`config.mk`:
```
export PLATFORM = sky130hd
export DESIGN_NAME = average_pool_engine
export DESIGN_NICKNAME = d
export VERILOG_FILES = /design/src/rtl/average_pool_engine.sv
export SDC_FILE = /design/constraint.sdc
export NUM_CORES = 1
export LEC_CHECK = 0
export BUFFER_PORTS_ARGS = -buffer_cell sky130_fd_sc_hd__buf_2
export CAP_MARGIN = 25
export CELL_PAD_IN_SITES_DETAIL_PLACEMENT = 0
export CELL_PAD_IN_SITES_GLOBAL_PLACEMENT = 1
export CORE_MARGIN = 2
export CORE_UTILIZATION = 30
export CTS_BUF_LIST = sky130_fd_sc_hd__clkbuf_16
export DETAILED_ROUTE_END_ITERATION = 6
export GPL_TIMING_DRIVEN = 0
export PLACE_DENSITY = 0.61
export SKIP_LAST_GASP = 1
export SLEW_MARGIN = 10
export SYNTH_ARGS = -nofsm -noshare
export SYNTH_HDL_FRONTEND = slang
export SYNTH_SLANG_ARGS = --single-unit
```
`constraint.sdc`:
```
create_clock -name i_clk -period 2.6 [get_ports i_clk]
set_input_delay 0.13 -clock i_clk [delete_from_list [all_inputs] [get_ports i_clk]]
set_output_delay 0.13 -clock i_clk [all_outputs]
set_load 0.05 [all_outputs]
```
`src/rtl/average_pool_engine.sv`:
```
// rtl/average_pool_engine.sv - global average pooling over CH channels of 2^N_LOG2 activations
// Reads each channel from the feature buffer, writes one rounded mean per channel, then pulses finish.
module average_pool_engine #(
    parameter int DATA_W    = 8,
    parameter int N_LOG2    = 6,
    parameter int CH        = 4,
    parameter int RD_ADDR_W = 8,
    parameter int WR_ADDR_W = 5,
    parameter int OPC_BASE  = 32
) (
    input  logic                 i_clk,
    input  logic                 i_reset,
    input  logic                 i_startAve,
    input  logic [5:0]           i_opcode,
    output logic                 o_rdEn,
    output logic [RD_ADDR_W-1:0] o_rdAddr,
    input  logic [DATA_W-1:0]    i_rdData,
    output logic                 o_wrEn,
    output logic [WR_ADDR_W-1:0] o_wrAddr,
    output logic [DATA_W-1:0]    o_wrData,
    output logic                 o_busy,
    output logic                 o_finish_ave
);

    localparam int ACC_W = DATA_W + N_LOG2;
    localparam int N     = 1 << N_LOG2;
    localparam int CH_W  = (CH > 1) ? $clog2(CH) : 1;

    typedef enum logic [2:0] {
        S_IDLE,
        S_READ,
        S_LAST,
        S_WRITE,
        S_DONE
    } state_t;

    state_t                    state_q, state_d;
    logic [5:0]                opc_q, opc_d;
    logic [CH_W-1:0]           ch_q, ch_d;
    logic [N_LOG2-1:0]         idx_q, idx_d;
    logic signed [ACC_W-1:0]   acc_q, acc_d;
    logic                      rd_vld_q;
    logic signed [ACC_W:0]     rnd_sum;

    always_ff @(posedge i_clk or negedge i_reset) begin
        if (!i_reset) begin
            state_q <= S_IDLE;
        end else begin
            state_q <= state_d;
        end
    end

    always_comb begin
        state_d = state_q;
        case (state_q)
            S_IDLE:  if (i_startAve) state_d = S_READ;
            S_READ:  if (idx_q == N_LOG2'(N - 1)) state_d = S_LAST;
            S_LAST:  state_d = S_WRITE;
            S_WRITE: state_d = (ch_q == CH_W'(CH - 1)) ? S_DONE : S_READ;
            S_DONE:  state_d = S_IDLE;
            default: state_d = S_IDLE;
        endcase
    end

    // Read data lags the strobe by one cycle, so accumulation follows the registered strobe.
    always_comb begin
        opc_d = opc_q;
        ch_d  = ch_q;
        idx_d = idx_q;
        acc_d = acc_q;
        if (rd_vld_q) begin
            acc_d = acc_q + {{N_LOG2{i_rdData[DATA_W-1]}}, i_rdData};
        end
        case (state_q)
            S_IDLE: begin
                if (i_startAve) begin
                    opc_d = i_opcode;
                    ch_d  = '0;
                    idx_d = '0;
                    acc_d = '0;
                end
            end
            S_READ: idx_d = idx_q + 1'b1;
            S_WRITE: begin
                idx_d = '0;
                acc_d = '0;
                if (ch_q != CH_W'(CH - 1)) begin
                    ch_d = ch_q + 1'b1;
                end
            end
            default: ;
        endcase
    end

    always_ff @(posedge i_clk or negedge i_reset) begin
        if (!i_reset) begin
            opc_q    <= '0;
            ch_q     <= '0;
            idx_q    <= '0;
            acc_q    <= '0;
            rd_vld_q <= 1'b0;
        end else begin
            opc_q    <= opc_d;
            ch_q     <= ch_d;
            idx_q    <= idx_d;
            acc_q    <= acc_d;
            rd_vld_q <= (state_q == S_READ);
        end
    end

    // Round half up: add N/2 before the arithmetic shift; the sum fits with one guard bit.
    assign rnd_sum = {acc_q[ACC_W-1], acc_q} + $signed((ACC_W + 1)'(N / 2));

    always_comb begin
        o_rdEn       = 1'b0;
        o_rdAddr     = '0;
        o_wrEn       = 1'b0;
        o_wrAddr     = '0;
        o_wrData     = '0;
        o_finish_ave = 1'b0;
        o_busy       = (state_q != S_IDLE);
        case (state_q)
            S_READ: begin
                o_rdEn   = 1'b1;
                o_rdAddr = RD_ADDR_W'({ch_q, idx_q});
            end
            S_WRITE: begin
                o_wrEn   = 1'b1;
                o_wrAddr = WR_ADDR_W'((32'(opc_q) - 32'(OPC_BASE)) * 32'(CH) + 32'(ch_q));
                o_wrData = DATA_W'(rnd_sum >>> N_LOG2);
            end
            S_DONE:  o_finish_ave = 1'b1;
            default: ;
        endcase
    end

endmodule

```
==> results.py, run 1 <==
metrics = {
    "floorplanning": {
        "io_pins": 42,
        "die-area_um2": 7820,
        "die_h_um": 88.5,
        "die_w_um": 88.5,
        "rows": 30,
        "initial_core_util": 0.313,
        "fp.coreArea_um2": 6830,
    },
    "clocking": {
        "cts_inserted_buffers": 5,
        "cts-hold-fix-buffers": 1,
        "htreeDepth": 2,
        "cts_tree": "built",
        "cts_resized": 0,
        "clockBufferDepth": 2,
        "clockRootBuffer": "clkbuf_16",
        "insertion_delay_ps": 270,
        "cts_num_sinks": 29,
        "cts_setup_buffers": 0,
        "clk_pin_slew_ps": 50,
    },
    "synthesis": {
        "synth_compound_area_frac": 0.157,
        "postSynthCellCount": 241,
        "synth_top_family_by_area": "simple AND/OR/NAND/NOR gates",
        "synth.distinct_cells": 44,
        "synthSimpleGateAreaFrac": 0.250,
        "synth_edf_count": 0,
        "synth_fp_nets": 275,
        "synthArstFlopShare": 1.00,
        "yosys_warnings": 0,
        "ys_ff_latch": 29,
        "yosysSeqAreaShare": 0.339,
        "synthAdderAreaFrac": 0.103,
        "syn_area_per_cell_um2": 8.88,
        "synth_flop_cell": "dfrtp_1",
        "synth_area_um2": 2140,
        "synth_xor_area_frac": 0.0696,
        "muxShareOfSynthArea": 0.0544,
    },
    "power_and_ir_drop": {
        "pwr-share-seq": 0.433,
        "p_sw_frac": 0.216,
        "finalPower_mw": 1.05,
        "p_int_mw": 0.824,
        "p_leak_nw": 1.27,
        "switchingPower_mw": 0.227,
        "pwr_density_cell_nw_per_um2": 404,
        "p_clk_frac": 0.513,
        "power_frac_comb": 0.054,
        "worst_ir_drop_vdd_mv": 0.263,
    },
    "timing": {
        "setup_viol": 0,
        "rsz0062_at_grt": "false",
        "min_period_over_period": 0.861,
        "tightest_slew_ps": 688,
        "maxSlewViolCount": 0,
        "tns_ps": 0,
        "fmax_mhz": 447,
        "final-hold-violation-count": 0,
        "slew_headroom": 0.541,
        "skew_ps": 2.43,
        "period_minus_slack_ps": 2240,
    },
    "setup_path": {
        "r2r_start": "acc_q[3]",
        "critPathRequiredTime_ps": 2780,
        "r2r-end": "acc_q[13]",
        "reg2regPathDepth": 7,
        "worstSetupPathType": "flop to flop",
        "r2r_slack_ps": 360,
        "cp-end-kind": "flop",
        "critical_path_peak_fanout": 5,
        "cp.arrival_ps": 2420,
        "start_kind": "flop",
    },
    "final_layout": {
        "fillers": 750,
        "drive_gt1_frac": 0.208,
        "regArea_um2": 726,
        "multi_input_area_um2": 1360,
        "area_growth_pct": 21.5,
        "n_antenna_cell": 0,
        "final_cells": 384,
        "layout.nets": 321,
    },
    "grt": {
        "grt_use_met3": 0.0308,
        "grt_first_pass_wirelength_um": 8270,
        "antenna_found_initial": 0,
        "grt_use_met1": 0.192,
        "grt_overflow": 0,
        "grt_use_met2": 0.217,
        "grt_max_degree": 30,
        "grt_pass1_vias": 1715,
        "busiest_layer": "met2",
        "track_usage": 0.138,
    },
    "hold_path": {
        "hold_depth": 2,
        "hold_path_startpoint": "i_opcode[2]",
        "hold_end": "opc_q[2]",
        "hold_class": "input port to flop",
    },
    "drt": {
        "routed_wl_um": 4930,
        "routedWlPerCell_um": 12.8,
        "drtAntennaViolNets": 0,
        "dr_total_vias": 1800,
        "via_per_inst": 4.69,
        "drc_errors": 0,
        "drtIter0Drc": 67,
        "firstDrtPassIters": 4,
    },
    "place": {
        "port_buffers": 38,
        "gp_congestion": 0.782,
        "dp_cells": 375,
        "hpwl_um": 3840,
    },
    "status": {
        "status": "complete, no violations",
    },
    "run": {
        "cap_violations": 0,
    },
}
[worst max path at each step]
| stage | startpoint | to | slack [ps] |
|---|---|---|---|
| after floorplan | state_q[1] | o_rdAddr[0] | 500 |
| after global routing | acc_q[3] | acc_q[13] | 90 |
| after CTS | acc_q[3] | acc_q[13] | 390 |
| after detailed placement | acc_q[3] | acc_q[13] | 410 |
| after global placement | acc_q[0] | acc_q[12] | 430 |
| final | acc_q[3] | acc_q[13] | 360 |
[layer usage]
metal	vias up	part of all wire	routed length, um
met5	-	0	0
met4	0	0.0032	16
met3	3	0.036	175
met2	26	0.46	2250
met1	827	0.50	2490
li1	944	-	-
[sequential cells by signal (all words and copies together), names as in the netlist]
signal    cells
acc_q        14
idx_q         6
opc_q         3
state_q       3
ch_q          2
rd_vld_q      1
[power groups by stage]
stage | logic, mW | registers [mW] | clock network [mW]
after floorplan | 0.0289 | 0.463 | 0
after global placement | 0.0572 | 0.463 | 0
after detailed placement | 0.0565 | 0.463 | 0
after CTS | 0.0581 | 0.455 | 0.554
after global routing | 0.0654 | 0.455 | 0.578
final | 0.0564 | 0.455 | 0.539
[logic make-up after synthesis]
kind of cell,after synthesis
flops,29
compound gates,50
simple gates,103
fa+ha+maj,17
mux,11
xor+xnor,17
buf+inv,14
[worst max-delay path, stage by stage (launching register included)]
cell     delay (ps)
dfrtp_1         380
ha_1            360
a21o_1          210
a21oi_1         310
a21oi_1         150
nor4b_1         480
o21ai_0         170
o31ai_1          80
[cells in the mapped netlist, types with 6 or more instances]
cell | count | area (um^2)
dfrtp_1 | 29 | 726
xnor2_1 | 9 | 78.8
and2_1 | 16 | 100
nand3_1 | 8 | 40.0
a21oi_1 | 14 | 70.1
a21o_1 | 7 | 52.6
nand2b_1 | 7 | 43.8
nor2_1 | 34 | 128
xor2_1 | 8 | 70.1
ha_1 | 16 | 200
inv_1 | 7 | 26.3
mux2i_1 | 6 | 60.1
o21ai_0 | 11 | 55.1
nand2_1 | 12 | 45.0
[stage by stage]
stage	utilization	setup WS (ps)	cell area [um^2]	hold slack [ps]
floorplan	-	500	2140	-166
global route	0.380	86.8	2600	89.9
finish	0.380	362	2600	88.4
global placement	0.359	430	2450	221
detailed placement	0.359	408	2450	223
CTS	0.380	392	2600	86.6
[placed cells by master (no fill, tap or decap), types with 8 or more instances in the layout]
cell,Yosys,routed
dfrtp_1,29,29
nand3_1,8,8
nor2_1,34,34
xor2_1,8,8
nand2_1,12,12
o21ai_0,11,11
ha_1,16,16
inv_1,7,8
a21oi_1,14,14
xnor2_1,9,9
buf_2,2,40
and2_1,16,16
[final cells by class]
cell class              count  share of cell area
plain buffers               7              0.0116
clock buffers               5              0.0481
clock inverters             3             0.00530
inverters                   7              0.0101
multi-input cells         198               0.522
flip-flops and latches     29               0.279
well taps                  96              0.0462
repair buffers             39              0.0770
Note: power is estimated with default switching activity, not from simulation.
==> inputs of run 2 (changes only) <==
--- a/constraint.sdc
+++ b/constraint.sdc
@@ -3,2 +3,2 @@
 set_output_delay 0.13 -clock i_clk [all_outputs]
-set_load 0.05 [all_outputs]
+set_load 0.1 [all_outputs]
==> run 2 against run 1 <==
Net effect:
- cell count shrank 0.26%
- critical path depth shrank 2
- total power shrank 1.0%
- setup slack is essentially flat
- register-to-register slack gained 40 ps
- clock-buffer cell count is the same
- sequential cell count is the same
- hold slack gained 5.6 ps
- first-iteration DRC count grew 6.0%
- sequential power is essentially flat
- global-route usage grew 0.54 points
- via count grew 2.6%
- critical path type is now flop to primary output
==> results.py, run 2 (synthesis gave the netlist of run 1 again) <==
metrics = {
    "grt": {
        "grt_overflow": 0,
        "antenna_found_initial": 0,
        "grt_max_degree": 30,
        "track_usage": 0.143,
        "grt_first_pass_wirelength_um": 8600,
        "grt_pass1_vias": 1753,
    },
    "hold_path": {
        "hold_class": "input port to flop",
    },
    "clocking": {
        "clockRootBuffer": "clkbuf_16",
        "cts-hold-fix-buffers": 1,
        "clockBufferDepth": 2,
        "cts_num_sinks": 29,
        "htreeDepth": 2,
        "cts_tree": "built",
        "insertion_delay_ps": 270,
        "cts_resized": 0,
        "cts_setup_buffers": 0,
        "cts_inserted_buffers": 5,
        "clk_pin_slew_ps": 50,
    },
    "place": {
        "dp_slack_ps": 403,
        "hpwl_um": 3940,
        "port_buffers": 38,
        "dp_cells": 375,
        "gp_congestion": 0.842,
        "dpl_cell_area_um2": 2450,
    },
    "final_layout": {
        "area_growth_pct": 21.2,
        "largest_reg_flops": 14,
        "top_register": "acc_q",
        "largest_registers": "acc_q (14), idx_q (6)",
        "layout.nets": 321,
        "final_util": 0.380,
        "layout_commonest_cell": "buf_2",
        "final_cell_mix": "40 x buf_2, 34 x nor2_1, 29 x dfrtp_1",
        "final_area_um2": 2590,
        "n_antenna_cell": 0,
        "final_cells": 383,
        "drive_gt1_frac": 0.206,
    },
    "timing": {
        "layout_setup_ws_ps": 362,
        "setup_viol": 0,
        "tns_ps": 0,
        "final-hold-violation-count": 0,
        "slew_headroom": 0.523,
        "timing.hold.ws_ps": 93.9,
        "min_period_over_period": 0.861,
        "maxSlewViolCount": 0,
        "rsz0062_at_grt": "false",
        "tightest_slew_ps": 715,
        "period_minus_slack_ps": 2240,
        "fmax_mhz": 447,
        "skew_ps": 1.82,
    },
    "power_and_ir_drop": {
        "p_leak_nw": 1.26,
        "worst_ir_drop_vdd_mv": 0.256,
        "pwr_density_cell_nw_per_um2": 401,
        "finalPower_mw": 1.04,
    },
    "floorplanning": {
        "initial_core_util": 0.313,
        "die_h_um": 88.5,
        "die_w_um": 88.5,
        "die-area_um2": 7820,
        "io_pins": 42,
        "fp.coreArea_um2": 6830,
        "rows": 30,
    },
    "setup_path": {
        "crit_chain": "clkbuf_2 -> nor3b_1 -> clkbuf_2 -> and2_1 -> buf_2",
        "start_kind": "flop",
        "worstSetupPathType": "flop to primary output",
        "critPathRequiredTime_ps": 2470,
        "cpPeakStageDelay_ps": 460,
        "cp.arrival_ps": 2110,
        "cp_slowest_cell": "nor3b_1",
        "cp-end-kind": "primary output",
        "critical_path_peak_fanout": 11,
        "cpMostUsedCell": "clkbuf_2",
    },
    "drt": {
        "drtAntennaViolNets": 0,
        "dr_total_vias": 1846,
        "routedWlPerCell_um": 13.2,
        "drtIter0Drc": 71,
        "drc_errors": 0,
        "firstDrtPassIters": 4,
        "via_per_inst": 4.82,
        "routed_wl_um": 5070,
    },
    "status": {
        "status": "complete, no violations",
    },
    "run": {
        "cap_violations": 0,
    },
}
[run 2: cell types whose count changed in the layout (fill, tap and decap cells not counted), sizes merged]
cell,before,now
clkinv,2,1
[run 2: layer usage]
metal  track usage  up-vias  wire length (um)
met4        0.0331        0                17
met2         0.225       30              2360
met1         0.203      869              2520
met5             0        -                 0
met3        0.0289        2               172
li1              -      945                 -
[run 2: cell type report]
| class | instances | area [um^2] |
|---|---|---|
| plain buffers | 7 | 31.3 |
| clock buffers | 5 | 125 |
| clock inverters | 2 | 7.51 |
| fillers | 745 | 4240 |
| inverters | 7 | 26.3 |
| multi-input cells | 198 | 1360 |
| flip-flops and latches | 29 | 726 |
| well taps | 96 | 120 |
| repair buffers | 39 | 200 |
[run 2: path summary, 6_finish.rpt]
check / cells after the start / from / to / slack, ps
max in group asynchronous: 2 / i_reset / idx_q[1] / 1710
setup / recovery: 5 / state_q[1] / o_rdAddr[6] / 360
hold reg to reg: 1 / opc_q[2] / opc_q[2] / 500
setup reg to reg: 9 / acc_q[0] / acc_q[12] / 400
min in group asynchronous: 2 / i_reset / state_q[1] / 440
hold / removal: 2 / i_opcode[2] / opc_q[2] / 90
[run 2: power breakdown]
part	total [mW]	internal (mW)	switching, mW
logic	0.0570	0.0232	0.0339
registers	0.456	0.455	0.000901
clock network	0.528	0.341	0.187
total	1.04	0.819	0.221
[run 2: critical path: cells and delay by family, from the launching register on]
| kind | cells | cell delay (ps) |
|---|---|---|
| and+or+nand+nor | 2 | 610 |
| buffers and inverters | 3 | 880 |
| DFF | 1 | 350 |
